===== src/rtl/rv32v_writeback_arbiter.sv =====
// rv32v_writeback_arbiter: buffers four functional-unit result streams in per-source FIFOs and
// round-robins them onto the two-element vector register file write port with ROB completion pulses.
module rv32v_writeback_arbiter #(
  parameter int FIFO_DEPTH = 2,
  parameter int INDEX_W = 4
) (
  input  logic                   CLK,
  input  logic                   nRST,
  input  logic                   flush,
  input  logic                   wb_stall,
  input  logic [3:0]             src_valid,
  output logic [3:0]             src_ready,
  input  logic [4*INDEX_W-1:0]   src_index,
  input  logic [19:0]            src_vd,
  input  logic [19:0]            src_woffset,
  input  logic [7:0]             src_wen,
  input  logic [255:0]           src_wdata,
  input  logic [3:0]             src_last,
  output logic [1:0]             vrf_wen,
  output logic [4:0]             vrf_vd,
  output logic [4:0]             vrf_woffset,
  output logic [63:0]            vrf_wdata,
  output logic                   done_valid,
  output logic [INDEX_W-1:0]     done_index,
  output logic                   busy
);
  localparam int PW = $clog2(FIFO_DEPTH);
  localparam int CW = PW + 1;
  typedef struct packed {
    logic [INDEX_W-1:0] idx;
    logic [4:0]         vd;
    logic [4:0]         wo;
    logic [1:0]         wen;
    logic [63:0]        wd;
    logic               last;
  } ent_t;
  ent_t mem_q [4][FIFO_DEPTH];
  ent_t mem_d [4][FIFO_DEPTH];
  ent_t head;
  logic [PW-1:0] wp_q [4], wp_d [4], rp_q [4], rp_d [4];
  logic [CW-1:0] cnt_q [4], cnt_d [4];
  logic [1:0] rr_q, rr_d, gsel;
  logic [3:0] push, pop, nonempty;
  logic gnt;
  logic [1:0] wen_q, wen_d;
  logic [4:0] vd_q, vd_d, wo_q, wo_d;
  logic [63:0] wd_q, wd_d;
  logic dv_q, dv_d, valid_q;
  logic [INDEX_W-1:0] di_q, di_d;
  always_comb begin
    mem_d = mem_q;
    for (int s = 0; s < 4; s++) begin
      src_ready[s] = cnt_q[s] < CW'(FIFO_DEPTH);
      nonempty[s] = cnt_q[s] != '0;
      push[s] = src_valid[s] & src_ready[s] & ~flush;
      if (push[s])
        mem_d[s][wp_q[s]] = '{idx: src_index[s*INDEX_W +: INDEX_W], vd: src_vd[s*5 +: 5],
                              wo: src_woffset[s*5 +: 5], wen: src_wen[s*2 +: 2],
                              wd: src_wdata[s*64 +: 64], last: src_last[s]};
    end
  end
  // Scan downward so the closest non-empty source at or after rr_q wins.
  always_comb begin
    gnt = 1'b0;
    gsel = rr_q;
    for (int i = 3; i >= 0; i--)
      if (nonempty[rr_q + 2'(i)]) begin
        gnt = 1'b1;
        gsel = rr_q + 2'(i);
      end
    if (wb_stall | flush) gnt = 1'b0;
    pop = gnt ? 4'b0001 << gsel : 4'b0000;
    head = mem_q[gsel][rp_q[gsel]];
    rr_d = flush ? 2'd0 : gnt ? gsel + 2'd1 : rr_q;
    for (int s = 0; s < 4; s++) begin
      wp_d[s] = flush ? '0 : wp_q[s] + PW'(push[s]);
      rp_d[s] = flush ? '0 : rp_q[s] + PW'(pop[s]);
      cnt_d[s] = flush ? '0 : cnt_q[s] + CW'(push[s]) - CW'(pop[s]);
    end
    wen_d = gnt ? head.wen : 2'b00;
    dv_d = gnt & head.last;
    vd_d = gnt ? head.vd : vd_q;
    wo_d = gnt ? head.wo : wo_q;
    wd_d = gnt ? head.wd : wd_q;
    di_d = gnt ? head.idx : di_q;
  end
  always_ff @(posedge CLK)
    mem_q <= mem_d;
  always_ff @(posedge CLK or negedge nRST)
    if (!nRST) begin
      for (int s = 0; s < 4; s++) begin
        wp_q[s] <= '0;
        rp_q[s] <= '0;
        cnt_q[s] <= '0;
      end
      rr_q <= '0;
      wen_q <= '0;
      vd_q <= '0;
      wo_q <= '0;
      wd_q <= '0;
      dv_q <= 1'b0;
      di_q <= '0;
      valid_q <= 1'b0;
    end else begin
      wp_q <= wp_d;
      rp_q <= rp_d;
      cnt_q <= cnt_d;
      rr_q <= rr_d;
      wen_q <= wen_d;
      vd_q <= vd_d;
      wo_q <= wo_d;
      wd_q <= wd_d;
      dv_q <= dv_d;
      di_q <= di_d;
      valid_q <= gnt;
    end
  assign vrf_wen = wen_q;
  assign vrf_vd = vd_q;
  assign vrf_woffset = wo_q;
  assign vrf_wdata = wd_q;
  assign done_valid = dv_q;
  assign done_index = di_q;
  assign busy = |nonempty | valid_q;
endmodule


===== config.mk =====
export PLATFORM = sky130hd
export DESIGN_NAME = rv32v_writeback_arbiter
export DESIGN_NICKNAME = d
export VERILOG_FILES = /design/src/rtl/rv32v_writeback_arbiter.sv
export SDC_FILE = /design/constraint.sdc
export NUM_CORES = 1
export LEC_CHECK = 0
export CORE_ASPECT_RATIO = 1.2
export CORE_MARGIN = 2
export CORE_UTILIZATION = 58
export DETAILED_ROUTE_END_ITERATION = 6
export PLACE_DENSITY = 0.85
export SYNTH_ARGS = -nofsm -noshare
export SYNTH_HDL_FRONTEND = slang
export SYNTH_SLANG_ARGS = --single-unit

===== constraint.sdc =====
create_clock -name CLK -period 8.8 [get_ports CLK]
set_input_delay 1.76 -clock CLK [delete_from_list [all_inputs] [get_ports CLK]]
set_output_delay 1.76 -clock CLK [all_outputs]
set_load 0.01 [all_outputs]

==> impl_metrics.json <==
{
  "grt_max_degree": 172,
  "reg2reg_slack_ps": 4190,
  "cts_setup_buffers": 0,
  "grt_pass1_wl_um": 103000,
  "path_buf_inv": 2,
  "cts_resized": 0,
  "finalClockSkew_ps": 21.8,
  "synth_area_um2": 28300,
  "gpl.final_weighted_congestion": 0.854,
  "yosys_warnings": 0,
  "clk_path_buf_depth": 3,
  "r2r_cells": 8,
  "final_layout_size_suffix_gt1_share_pct": 17.0,
  "area_growth_syn_to_layout_pct": 25.6,
  "slew-limit-headroom_pct": 23.9,
  "max_freq_ghz": 0.217,
  "ys_types": 41,
  "whs_endpoint": "vrf_wdata[36]",
  "antenna_found_initial": 28,
  "ir_worst_vdd_v": 0.000663,
  "stdcell_count": 2471,
  "arrival_ps": 5050,
  "die_area_um2": 50600,
  "htreeDepth": 3,
  "finalCritPeriodShare_pct": 52.4,
  "slowest_stage": "mux4_4",
  "crit_family": "multiplexers",
  "cts.sinks": 748,
  "overflow": 0,
  "grt_pass1_vias": 16100,
  "fill_cells": 2638,
  "worstPathMaxFanout": 171,
  "clkTransAtPathRegs_ps": 70,
  "status": "finished, final reports clean",
  "pin_count": 418,
  "die_h_um": 246,
  "root_buffer": "clkbuf_16",
  "initial_core_util_pct": 58.9,
  "hold_depth": 2,
  "avgViaCountPerCell": 6.05,
  "syn_nets": 1672,
  "cpMostUsedCell": "o21ai_1",
  "routedWlPerCell_um": 29.3,
  "crit_chain": "nor2_1 -> o21ai_1 -> o31ai_4 -> buf_12 -> mux4_4 -> buf_4 -> mux2i_1 -> o21ai_1",
  "ant_nets": 0,
  "drt_first_pass_iters": 5,
  "num_rows": 88,
  "syn_inst": 1324,
  "cp_data_required_time_ps": 9240,
  "clk_latency_ps": 590,
  "syn_avg_cell_area_um2": 21.4,
  "hold_path.class": "register to register",
  "hold_viol": 0,
  "route.detailed.drc": 0,
  "ys_seq_area_share_pct": 77.5,
  "core-area_um2": 48100,
  "ys_ff_latch": 748,
  "drt_iter0_markers": 1501,
  "totalWireLength_um": 72400,
  "die_w_um": 206,
  "nNetsFinal": 2108,
  "setup-tns-final_ps": 0,
  "critPathLaunchType": "register",
  "cpPeakStageDelay_ps": 1210,
  "async_reset_ff_share_pct": 13.4,
  "cp-end-kind": "register",
  "cts_tree": "built",
  "dp.cells": 2319,
  "grt_usage_pct": 29.0,
  "timing.rr.end": "vrf_wdata[20]",
  "fin_crit_ps": 4610,
  "rsz0062_at_grt": "no",
  "ctsHoldBuffers": 0,
  "place_hpwl_um": 43800,
  "path_class": "register to register",
  "port_buffers": 417,
  "dr_total_vias": 15000,
  "r2r-start": "cnt_q[7]",
  "cts_inserted_buffers": 69,
  "hold_start": "vrf_wdata[36]",
  "worstMarginPinSlew_ps": 1140,
  "setup_viol": 0,
  "synthFlopType": "edfxtp_1",
  "p_leak_nw": 12.0,
  "drv_cap": 0,
  "synth-edff-count": 648,
  "p_per_area_nw_per_um2": 369,
  "slew_viol_final": 0
}
==> registers in the layout (all words and copies together) (netlist names) <==
signal,count
vrf_wen,2
vrf_wdata,64
mem_q,648
vrf_woffset,5
wp_q,4
cnt_q,8
vrf_vd,5
rr_q,2
rp_q,4
done_index,4
done_valid,1
valid_q,1
==> worst reg2reg max path, delay by kind of cell, from the launching register on <==
kind / cells / cell delay [ps]
flops: 1 / 460
compound gates: 3 / 540
buf+inv: 2 / 1510
mux: 2 / 1740
simple gates: 1 / 220
==> layer usage <==
| layer | up-vias | part of all wire, % | GRT usage (%) |
|---|---|---|---|
| met5 | - | 0.022 | 0 |
| met1 | 7747 | 36 | 36.7 |
| met4 | 2 | 5.1 | 16.9 |
| met3 | 180 | 7.5 | 4.55 |
| met2 | 802 | 51 | 47.9 |
| li1 | 6227 | - | - |
==> power by group <==
part	internal (mW)	switching [mW]	total (mW)
combinational	2.80	2.60	5.41
sequential	4.34	0.230	4.57
clock	1.87	1.27	3.15
==> Yosys cell counts (4+ instances only) <==
cell	number	area share, %
buf_12	8	0.57
inv_1	18	0.24
nand2_1	79	1.0
nor2b_1	4	0.088
edfxtp_1	648	69
dfrtp_1	100	8.8
and2_1	4	0.088
nor2_1	27	0.36
buf_4	10	0.27
o21ai_1	80	1.4
mux2i_1	81	2.9
buf_2	8	0.14
clkbuf_1	37	0.49
xnor2_1	10	0.31
ha_1	16	0.71
mux4_2	162	13
==> cell families after synthesis <==
family / share of synthesized area, %
xor gates and xnor gates: 0.402
adders and majority gates: 0.707
buffers and inverters: 1.80
DFF: 77.5
AOI/OAI and AO/OA: 1.78
muxes: 15.8
and+or+nand+nor: 1.93
==> metrics by stage <==
step	utilization [%]	instance area, µm²	hold slack (ps)	power [mW]	setup WS (ps)
floorplan	-	28300	499	8.67	4220
global placement	68.8	33100	468	9.78	3830
detailed placement	68.8	33100	477	10.0	3760
CTS	73.8	35500	489	13.2	4170
global route	73.9	35600	507	13.7	3950
finish	73.9	35600	485	13.1	4190
==> layout by cell type (no fill, tap or decap), drive strengths merged, types with 2 or more instances in the layout <==
| cell | instances |
|---|---|
| mux2i | 81 |
| mux4 | 163 |
| ha | 16 |
| nand3 | 2 |
| buf | 15 |
| bufinv | 10 |
| diode | 27 |
| inv | 18 |
| xnor2 | 10 |
| clkinv | 27 |
| clkdlybuf4s50 | 416 |
| xor2 | 3 |
| dfrtp | 100 |
| nor2 | 27 |
| nor3 | 3 |
| nor2b | 4 |
| or2 | 2 |
| a211oi | 2 |
| nand2 | 79 |
| clkinvlp | 2 |
| edfxtp | 648 |
| o21ai | 80 |
| clkbuf | 86 |
| and2 | 4 |
==> layout make-up <==
class | count | area [µm²] | share of cell area, %
tap | 630 | 788 | 2.22
clock inverter | 39 | 454 | 1.28
timing repair buffer | 431 | 4310 | 12.1
multi-input combinational | 492 | 5960 | 16.8
clock buffer | 86 | 1960 | 5.50
sequential | 748 | 22000 | 61.8
antenna | 27 | 67.6 | 0.190
inverter | 18 | 67.6 | 0.190
==> worst max-delay path by stage <==
stage / start / depth (start not counted) / end
global route: cnt_q[6] / 8 / vrf_wdata[20]
finish: cnt_q[7] / 8 / vrf_wdata[20]
detailed placement: flush / 11 / cnt_q[3]
CTS: cnt_q[7] / 8 / vrf_wdata[20]
floorplan: flush / 4 / mem_q[0]
global placement: flush / 11 / cnt_q[1]
Note: power is estimated with default switching activity, not from simulation.
